===== src/rtl/fetch_pkg.sv =====
// Shared types and constants for the instruction-fetch stage.
package fetch_pkg;
  localparam int WORD = 32;
  localparam logic [WORD-1:0] NOP_INSTR_DEF = 32'h00000020;

  typedef enum logic [1:0] {IDLE, WAIT, HOLD, DISCARD} fetchState_t;

  typedef struct packed {
    logic [WORD-1:0] instr;
    logic [WORD-1:0] pc;
  } fetchEntry_t;
endpackage


===== src/rtl/fetch_if.sv =====
// Request/acknowledge read bus between the fetch stage and instruction SRAM.
interface fetch_if;
  import fetch_pkg::*;
  logic            imem_req;
  logic [WORD-1:0] imem_addr;
  logic            imem_ack;
  logic [WORD-1:0] imem_rdata;

  modport master (output imem_req, imem_addr, input imem_ack, imem_rdata);
  modport slave  (input imem_req, imem_addr, output imem_ack, imem_rdata);
endinterface


===== src/rtl/fetch_skid.sv =====
// One-entry instruction/PC holding register used when ID stalls on a returning fetch.
module fetch_skid import fetch_pkg::*; (
  input  logic        clk,
  input  logic        rst_n,
  input  logic        load,
  input  logic        clear,
  input  fetchEntry_t dIn,
  output logic        valid,
  output fetchEntry_t q
);
  // clear wins so a flush can never leave a stale entry behind
  always_ff @(posedge clk) begin
    if (!rst_n) begin
      valid <= 1'b0;
      q     <= '0;
    end else if (clear) begin
      valid <= 1'b0;
    end else if (load) begin
      valid <= 1'b1;
      q     <= dIn;
    end
  end
endmodule


===== src/rtl/fetch_stage.sv =====
// Instruction fetch: issues SRAM reads from NextPC and fills the IF/ID register,
// absorbing ID stalls with a one-entry skid and dropping data on taken branches.
module fetch_stage import fetch_pkg::*; #(
  parameter logic [WORD-1:0] RESET_PC  = '0,
  parameter logic [WORD-1:0] NOP_INSTR = NOP_INSTR_DEF
) (
  input  logic            clk,
  input  logic            rst_n,
  input  logic [WORD-1:0] pc,
  input  logic            branch,
  input  logic            id_stall,
  fetch_if.master         mem,
  output logic            fetch_stall,
  output logic            if_valid,
  output logic [WORD-1:0] if_instr,
  output logic [WORD-1:0] if_pc,
  output logic [WORD-1:0] if_pc4
);
  fetchState_t state;
  logic        accept;
  logic        skidLoad, skidClear, skidValid;
  fetchEntry_t skidIn, skidQ;

  assign accept      = !id_stall || !if_valid;
  assign fetch_stall = !(state == WAIT && mem.imem_ack && accept && !branch);
  assign if_pc4      = if_pc + 32'd4;

  assign skidIn    = '{instr: mem.imem_rdata, pc: mem.imem_addr};
  assign skidLoad  = (state == WAIT) && mem.imem_ack && !branch && !accept;
  assign skidClear = (state == HOLD) && (branch || accept);

  fetch_skid uSkid (
    .clk   (clk),
    .rst_n (rst_n),
    .load  (skidLoad),
    .clear (skidClear),
    .dIn   (skidIn),
    .valid (skidValid),
    .q     (skidQ)
  );

  always_ff @(posedge clk) begin
    if (!rst_n) begin
      state         <= IDLE;
      mem.imem_req  <= 1'b0;
      mem.imem_addr <= RESET_PC;
      if_valid      <= 1'b0;
      if_instr      <= NOP_INSTR;
      if_pc         <= '0;
    end else begin
      // Bubble/flush by default; the state-specific loads below override it.
      if (branch || accept) begin
        if_valid <= 1'b0;
        if_instr <= NOP_INSTR;
      end
      case (state)
        IDLE: begin
          mem.imem_addr <= pc;
          mem.imem_req  <= 1'b1;
          state         <= WAIT;
        end
        WAIT: begin
          if (mem.imem_ack) begin
            mem.imem_req <= 1'b0;
            if (branch) begin
              state <= IDLE;
            end else if (accept) begin
              if_valid <= 1'b1;
              if_instr <= mem.imem_rdata;
              if_pc    <= mem.imem_addr;
              state    <= IDLE;
            end else begin
              state <= HOLD;
            end
          end else if (branch) begin
            state <= DISCARD;
          end
        end
        HOLD: begin
          if (branch) begin
            state <= IDLE;
          end else if (accept) begin
            if (skidValid) begin
              if_valid <= 1'b1;
              if_instr <= skidQ.instr;
              if_pc    <= skidQ.pc;
            end
            state <= IDLE;
          end
        end
        DISCARD: begin
          // The in-flight read still has to complete before a new one can go out.
          if (mem.imem_ack) begin
            mem.imem_req <= 1'b0;
            state        <= IDLE;
          end
        end
        default: state <= IDLE;
      endcase
    end
  end
endmodule


===== src/flat_wrapper.sv =====
// flat-port wrapper written by rule: the top's interface ports become plain ports
module fetch_stage_flat import fetch_pkg::*;
#(
  parameter logic [WORD-1:0] RESET_PC  = '0,
  parameter logic [WORD-1:0] NOP_INSTR = NOP_INSTR_DEF
)
  (clk, rst_n, pc, branch, id_stall, fetch_stall, if_valid, if_instr, if_pc, if_pc4, mem_imem_req, mem_imem_addr, mem_imem_ack, mem_imem_rdata);
  fetch_if mem_i ();
  input  logic clk;
  input  logic rst_n;
  input  logic [WORD-1:0] pc;
  input  logic branch;
  input  logic id_stall;
  output logic fetch_stall;
  output logic if_valid;
  output logic [WORD-1:0] if_instr;
  output logic [WORD-1:0] if_pc;
  output logic [WORD-1:0] if_pc4;
  output wire logic [$bits(mem_i.imem_req)-1:0] mem_imem_req;
  output wire logic [$bits(mem_i.imem_addr)-1:0] mem_imem_addr;
  input wire logic [$bits(mem_i.imem_ack)-1:0] mem_imem_ack;
  input wire logic [$bits(mem_i.imem_rdata)-1:0] mem_imem_rdata;
  assign mem_imem_req = mem_i.imem_req;
  assign mem_imem_addr = mem_i.imem_addr;
  assign mem_i.imem_ack = mem_imem_ack;
  assign mem_i.imem_rdata = mem_imem_rdata;
  fetch_stage #(.RESET_PC(RESET_PC), .NOP_INSTR(NOP_INSTR)) u_core (.clk(clk), .rst_n(rst_n), .pc(pc), .branch(branch), .id_stall(id_stall), .mem(mem_i), .fetch_stall(fetch_stall), .if_valid(if_valid), .if_instr(if_instr), .if_pc(if_pc), .if_pc4(if_pc4));
endmodule

===== config.mk =====
export PLATFORM = sky130hd
export DESIGN_NAME = fetch_stage_flat
export DESIGN_NICKNAME = d
export VERILOG_FILES = /design/src/rtl/fetch_pkg.sv /design/src/rtl/fetch_if.sv /design/src/rtl/fetch_skid.sv /design/src/rtl/fetch_stage.sv /design/src/flat_wrapper.sv
export SDC_FILE = /design/constraint.sdc
export NUM_CORES = 1
export LEC_CHECK = 0
export CAP_MARGIN = 20
export CORE_MARGIN = 5
export CORE_UTILIZATION = 55
export DETAILED_ROUTE_END_ITERATION = 10
export DONT_BUFFER_PORTS = 1
export GPL_ROUTABILITY_DRIVEN = 0
export GPL_TIMING_DRIVEN = 0
export PLACE_DENSITY = 0.73
export SLEW_MARGIN = 20
export SYNTH_ARGS = -nofsm -noshare
export SYNTH_HDL_FRONTEND = slang
export SYNTH_HIERARCHICAL = 1
export SYNTH_SLANG_ARGS = --single-unit
export TNS_END_PERCENT = 10

===== constraint.sdc =====
create_clock -name clk -period 2 [get_ports clk]
set_input_delay 0.3 -clock clk [delete_from_list [all_inputs] [get_ports clk]]
set_output_delay 0.3 -clock clk [all_outputs]
set_load 0.05 [all_outputs]

Word-level counts from Yosys, hierarchy flattened
Index checks and enable logic that the tools add are counted.

Input bits: 69. Output and inout bits: 131. Word-level logic and storage cells: 80. Flip-flop bits (word level): 165.

Equal/unequal tests: 13. Add/subtract/negate cells: 1. Bitwise operators: 2. Reduce and logical (&&, ||, !) cells: 22. Muxes and demuxes: 33.

Operators by type and width (number): two-way mux 32 bit (13); one-hot mux 32 bit (2 select lines) (2); adder 32 x 3 -> 32 bit (second input constant) (1); two-way mux 2 bit (7); inequality test 2 bit (second input constant) (5); two-way mux 1 bit (8); one-hot mux 2 bit (4 select lines) (1); AND reduction 7 bit (1); logical AND 1 bit (6); inequality test 2 x 1 -> 1 bit (second input constant) (3); logical NOT 1 bit (5); equality test 2 bit (second input constant) (2); one-hot mux 1 bit (2 select lines) (2); AND reduction 2 bit (2); nonzero test 2 bit (2); OR reduction 2 bit (2); inequality test 3 x 2 -> 1 bit (second input constant) (1); inequality test 3 bit (second input constant) (1); AND reduction 3 bit (1); equality test 2 x 1 -> 1 bit (second input constant) (1); logical NOT 2 bit (1); logical OR 1 bit (2); inverter 1 bit (2).

Longest topological paths before layout
Depth in word-level cells: 8. Gate-level depth with buffers: 9. Gate-level depth less buffers: 6.

Cells and area by module
Netlist, hierarchy kept.

Modules (own cells, without submodules): fetch_stage (cells each 526, sequential area each 2001.9 µm², instances 1, area each 4853.4 µm²); fetch_skid (cells each 281, sequential area each 1301.2 µm², instances 1, area each 2661.3 µm²).

Worst setup path before layout
No wires, ideal clock.

Path kind: register to output. Start point: register u_core.if_pc[4]. End point: output if_pc4[26]. Cell stages (with the launch flop): 5. Setup slack: -0.796 ns. Arrival time: 2.496 ns. Buffers on the path: 0. Required time: 1.700 ns. Cell sequence: dfxtp_1 nand3_2 nor4_4 nand4_1 xnor2_1.

Cells in the longest elaborated chain, start to end: 1.

Ends and longest elaborated chain: from (decl) (RTL line fetch_stage.sv:16) `output logic [WORD-1:0] if_pc,`; from (signal assigned) (RTL line fetch_stage.sv:70) `if_pc <= mem.imem_addr;`; from (signal assigned) (RTL line fetch_stage.sv:86) `if_pc <= skidQ.pc;`; adder 32 x 3 -> 32 bit (RTL line fetch_stage.sv:26) `assign if_pc4 = if_pc + 32'd4;`; to (decl) (RTL line flat_wrapper.sv:18) `output logic [WORD-1:0] if_pc4;`.

No other way between the ends.

Worst setup path in the final report
Start point: register u_core.if_pc[5]. End point: output if_pc4[26].

The elaborated chain is that of the path after synthesis.

==> results.cfg <==
[drt]
routed_wl_um = 20080
dr.pass1.iters = 5
routedWlPerCell_um = 19.59
drc = 0
vias_per_cell = 5.770
via_count = 5914
drtAntennaViolNets = 0
drt_iter0_drc = 319

[power]
leakage_uw = 0.003370
powerDensity_mw_per_mm2 = 883.0
max-vdd-ir-drop_v = 0.0004977

[critical_path]
startpoint_type = register
required_ns = 1.70
cp_num_buf_inv = 1
cp_slowest_cell = dfxtp_4
timing.critical_path.cells = nand3_4 > nor4_4 > buf_6 > nand4_1 > xnor2_4
worstPathArrival_ns = 2.26
cpPeakStageDelay_ns = 0.50
path_delay_family = simple AND/OR/NAND/NOR gates
r2r_setup_slack_ns = 0.03
cp-end-kind = output pin
path_max_fanout = 9
reg2reg_to = u_core/uSkid/q[11]$_SDFFE_PN0P_
rr_startpoint = u_core/state[0]$_SDFFE_PN0P_
cp.depth = 5
worst-r2r-cell-count = 9
path_class = register to output pin

[finish]
area_growth_pct = 21.31
drive_above_1_share = 0.2049
fin_util = 0.6857
layout.nets = 913
fillers = 1035
diodes = 0

[synth]
synth_area_per_cell_um2 = 9.312
ys_ff_latch = 165
yosys_warnings = 6
synth_nets = 882
synth_cells = 807
syn_area_mm2 = 0.007515
seq_area_frac_synth = 0.4396
synthArstFlopShare = 0
synth_edf_count = 0
synth_ff_type = dfxtp_1
ys_types = 48

[floorplanning]
initial_core_util = 0.5652
die-area_mm2 = 0.01610
die_x_um = 126.9
core_mm2 = 0.01330
rows = 42
boundaryPins = 200
die_y_um = 126.9

[place]
dp_slack_ns = -0.5553
dp_hpwl_um = 14260
portBuffers = 0

[clocking]
cts.sinks = 165
clkLatencyLatePin_ns = 0.42
cts_tree = yes
cts_buffers = 17
htree_levels = 4
cts.path.max_buffers = 2
clkTransAtPathRegs_ns = 0.06
clock-root-buffer = clkbuf_16

[timing]
fin_crit_ns = 2.565
post-route-period-util = 1.282
drv_slew = 0
setup_viol = 28
rsz0062_at_grt = yes
hold_viol_final = 0
max_slew.worst_pin.slew_ns = 1.012
skew_ns = 0.01034
slew-limit-headroom = 0.3232
setup_slack_ns = -0.5649
max_freq_ghz = 0.3899

[run_status]
status = complete, but fails checks
violations = negative setup slack

[global_route]
antenna_found_initial = 0
grt_pass1_wl_um = 31400
grt_pass1_vias = 6082
grt_max_degree = 17
grt_overflow = 0
grt_usage = 0.2407

[min_path]
hp-start = mem_imem_rdata[21]
min_path_cells = 2
hold_class = input pin to register
min_to = u_core/uSkid/q[53]$_SDFFE_PN0P_

[flow_run]
maxCapViolations = 0
[worst max-delay path by stage]
stage / start / to / slack [ns]
floorplan: u_core/if_pc[3]$_SDFFE_PN0P_ / if_pc4[26] / -0.22
global placement: u_core/if_pc[4]$_SDFFE_PN0P_ / if_pc4[31] / -0.53
detailed placement: u_core/if_pc[4]$_SDFFE_PN0P_ / if_pc4[31] / -0.56
CTS: u_core/if_pc[8]$_SDFFE_PN0P_ / if_pc4[21] / -0.55
global route: u_core/if_pc[7]$_SDFFE_PN0P_ / if_pc4[31] / -0.63
finish: u_core/if_pc[5]$_SDFFE_PN0P_ / if_pc4[26] / -0.56
[metrics by stage]
stage	std cells	setup TNS (ns)	area, µm²	total power, µW	hold slack (ns)
finish	1025	-10.92	9116	8049	0.01621
global route	1025	-15.02	9116	8370	0.01030
CTS	1021	-11.66	8900	8062	0.004323
detailed placement	983	-23.64	8073	5088	0.3953
global placement	983	-18.77	8073	5056	0.3879
floorplan	807	-3.150	7853	4880	0.3831
[cells in the mapped netlist (2+ instances only)]
cell type | n | area (µm²)
dfxtp_1 | 165 | 3303
a22o_1 | 31 | 271.5
inv_1 | 8 | 30.03
xnor2_1 | 23 | 201.4
clkbuf_1 | 21 | 78.83
and3_1 | 5 | 31.28
nor2_1 | 105 | 394.1
a21oi_1 | 4 | 20.02
mux2i_1 | 128 | 1281
buf_12 | 7 | 140.1
nand3_1 | 11 | 55.05
nand3b_1 | 3 | 22.52
buf_2 | 26 | 130.1
xor2_1 | 5 | 43.79
nand4_1 | 10 | 62.56
a211oi_1 | 32 | 240.2
buf_1 | 3 | 11.26
nor4_4 | 2 | 42.54
o21ai_0 | 4 | 20.02
ha_1 | 6 | 75.07
a22oi_1 | 31 | 232.7
nand2_1 | 139 | 521.8
and2_1 | 6 | 37.54
buf_4 | 7 | 52.55
nand2b_1 | 2 | 12.51
[flip-flops by register name (all words and copies together) (netlist names)]
signal and count:
u_core/uSkid/q 64, u_core/if_instr 32, u_core/if_pc 32, u_core/mem.imem_addr 32
u_core/state 2, u_core/if_valid 1, u_core/mem.imem_req 1, u_core/uSkid/valid 1
[cell usage in the layout (no fill, tap or decap), types with 20 or more instances in the layout]
cell / synthesis / layout
nand2_1: 139 / 135
a22o_1: 31 / 31
nor2_1: 105 / 102
buf_2: 26 / 20
mux2i_1: 128 / 126
a22oi_1: 31 / 31
dfxtp_4: 0 / 22
a211oi_1: 32 / 25
dfxtp_1: 165 / 133
clkbuf_1: 21 / 23
[where the power goes]
| part | total, µW | leakage (µW) | internal (µW) | switching [µW] |
|---|---|---|---|---|
| Clock | 2960 | 0.000252 | 1710 | 1240 |
| Combinational | 999 | 0.00176 | 376 | 623 |
| Sequential | 4090 | 0.00136 | 3420 | 674 |
| Total | 8050 | 0.00337 | 5510 | 2540 |
[timing repair]
action | CTS | global route
hold buffers | 2 | 0
endpoints found under the setup margin | 131 | 146
gates resized for setup | 51 | 39
cloned | 0 | 0
pin swaps | 12 | 15
endpoints found under the hold margin | 2 | 0
buffers inserted | 6 | 4
[kinds of logic after synthesis]
group                    count (synthesis)  share of synthesized area
buffers and inverters                   73                    0.05944
AND/OR/NAND/NOR                        296                     0.1728
adder cells (fa/ha/maj)                  6                   0.009990
AO/OA/AOI/OAI                          110                     0.1136
flip-flops                             165                     0.4396
multiplexers                           129                     0.1720
XOR/XNOR                                28                    0.03263
[final cells by class]
| class | count | area (µm²) | area share |
|---|---|---|---|
| multi-input combinational | 569 | 4369 | 0.4793 |
| sequential | 165 | 3398 | 0.3728 |
| clock buffer | 23 | 489.2 | 0.05366 |
| buffer | 64 | 437.9 | 0.04804 |
| tap | 176 | 220.2 | 0.02416 |
| timing repair buffer | 12 | 118.9 | 0.01304 |
| clock inverter | 7 | 48.80 | 0.005353 |
| inverter | 9 | 33.78 | 0.003706 |
[layer usage]
metal,track usage,share of wire
met1,0.2675,0.39
met2,0.4222,0.51
met3,0.09500,0.086
met4,0.07634,0.015
met5,0,0
Power figures use the tool's default switching activity.
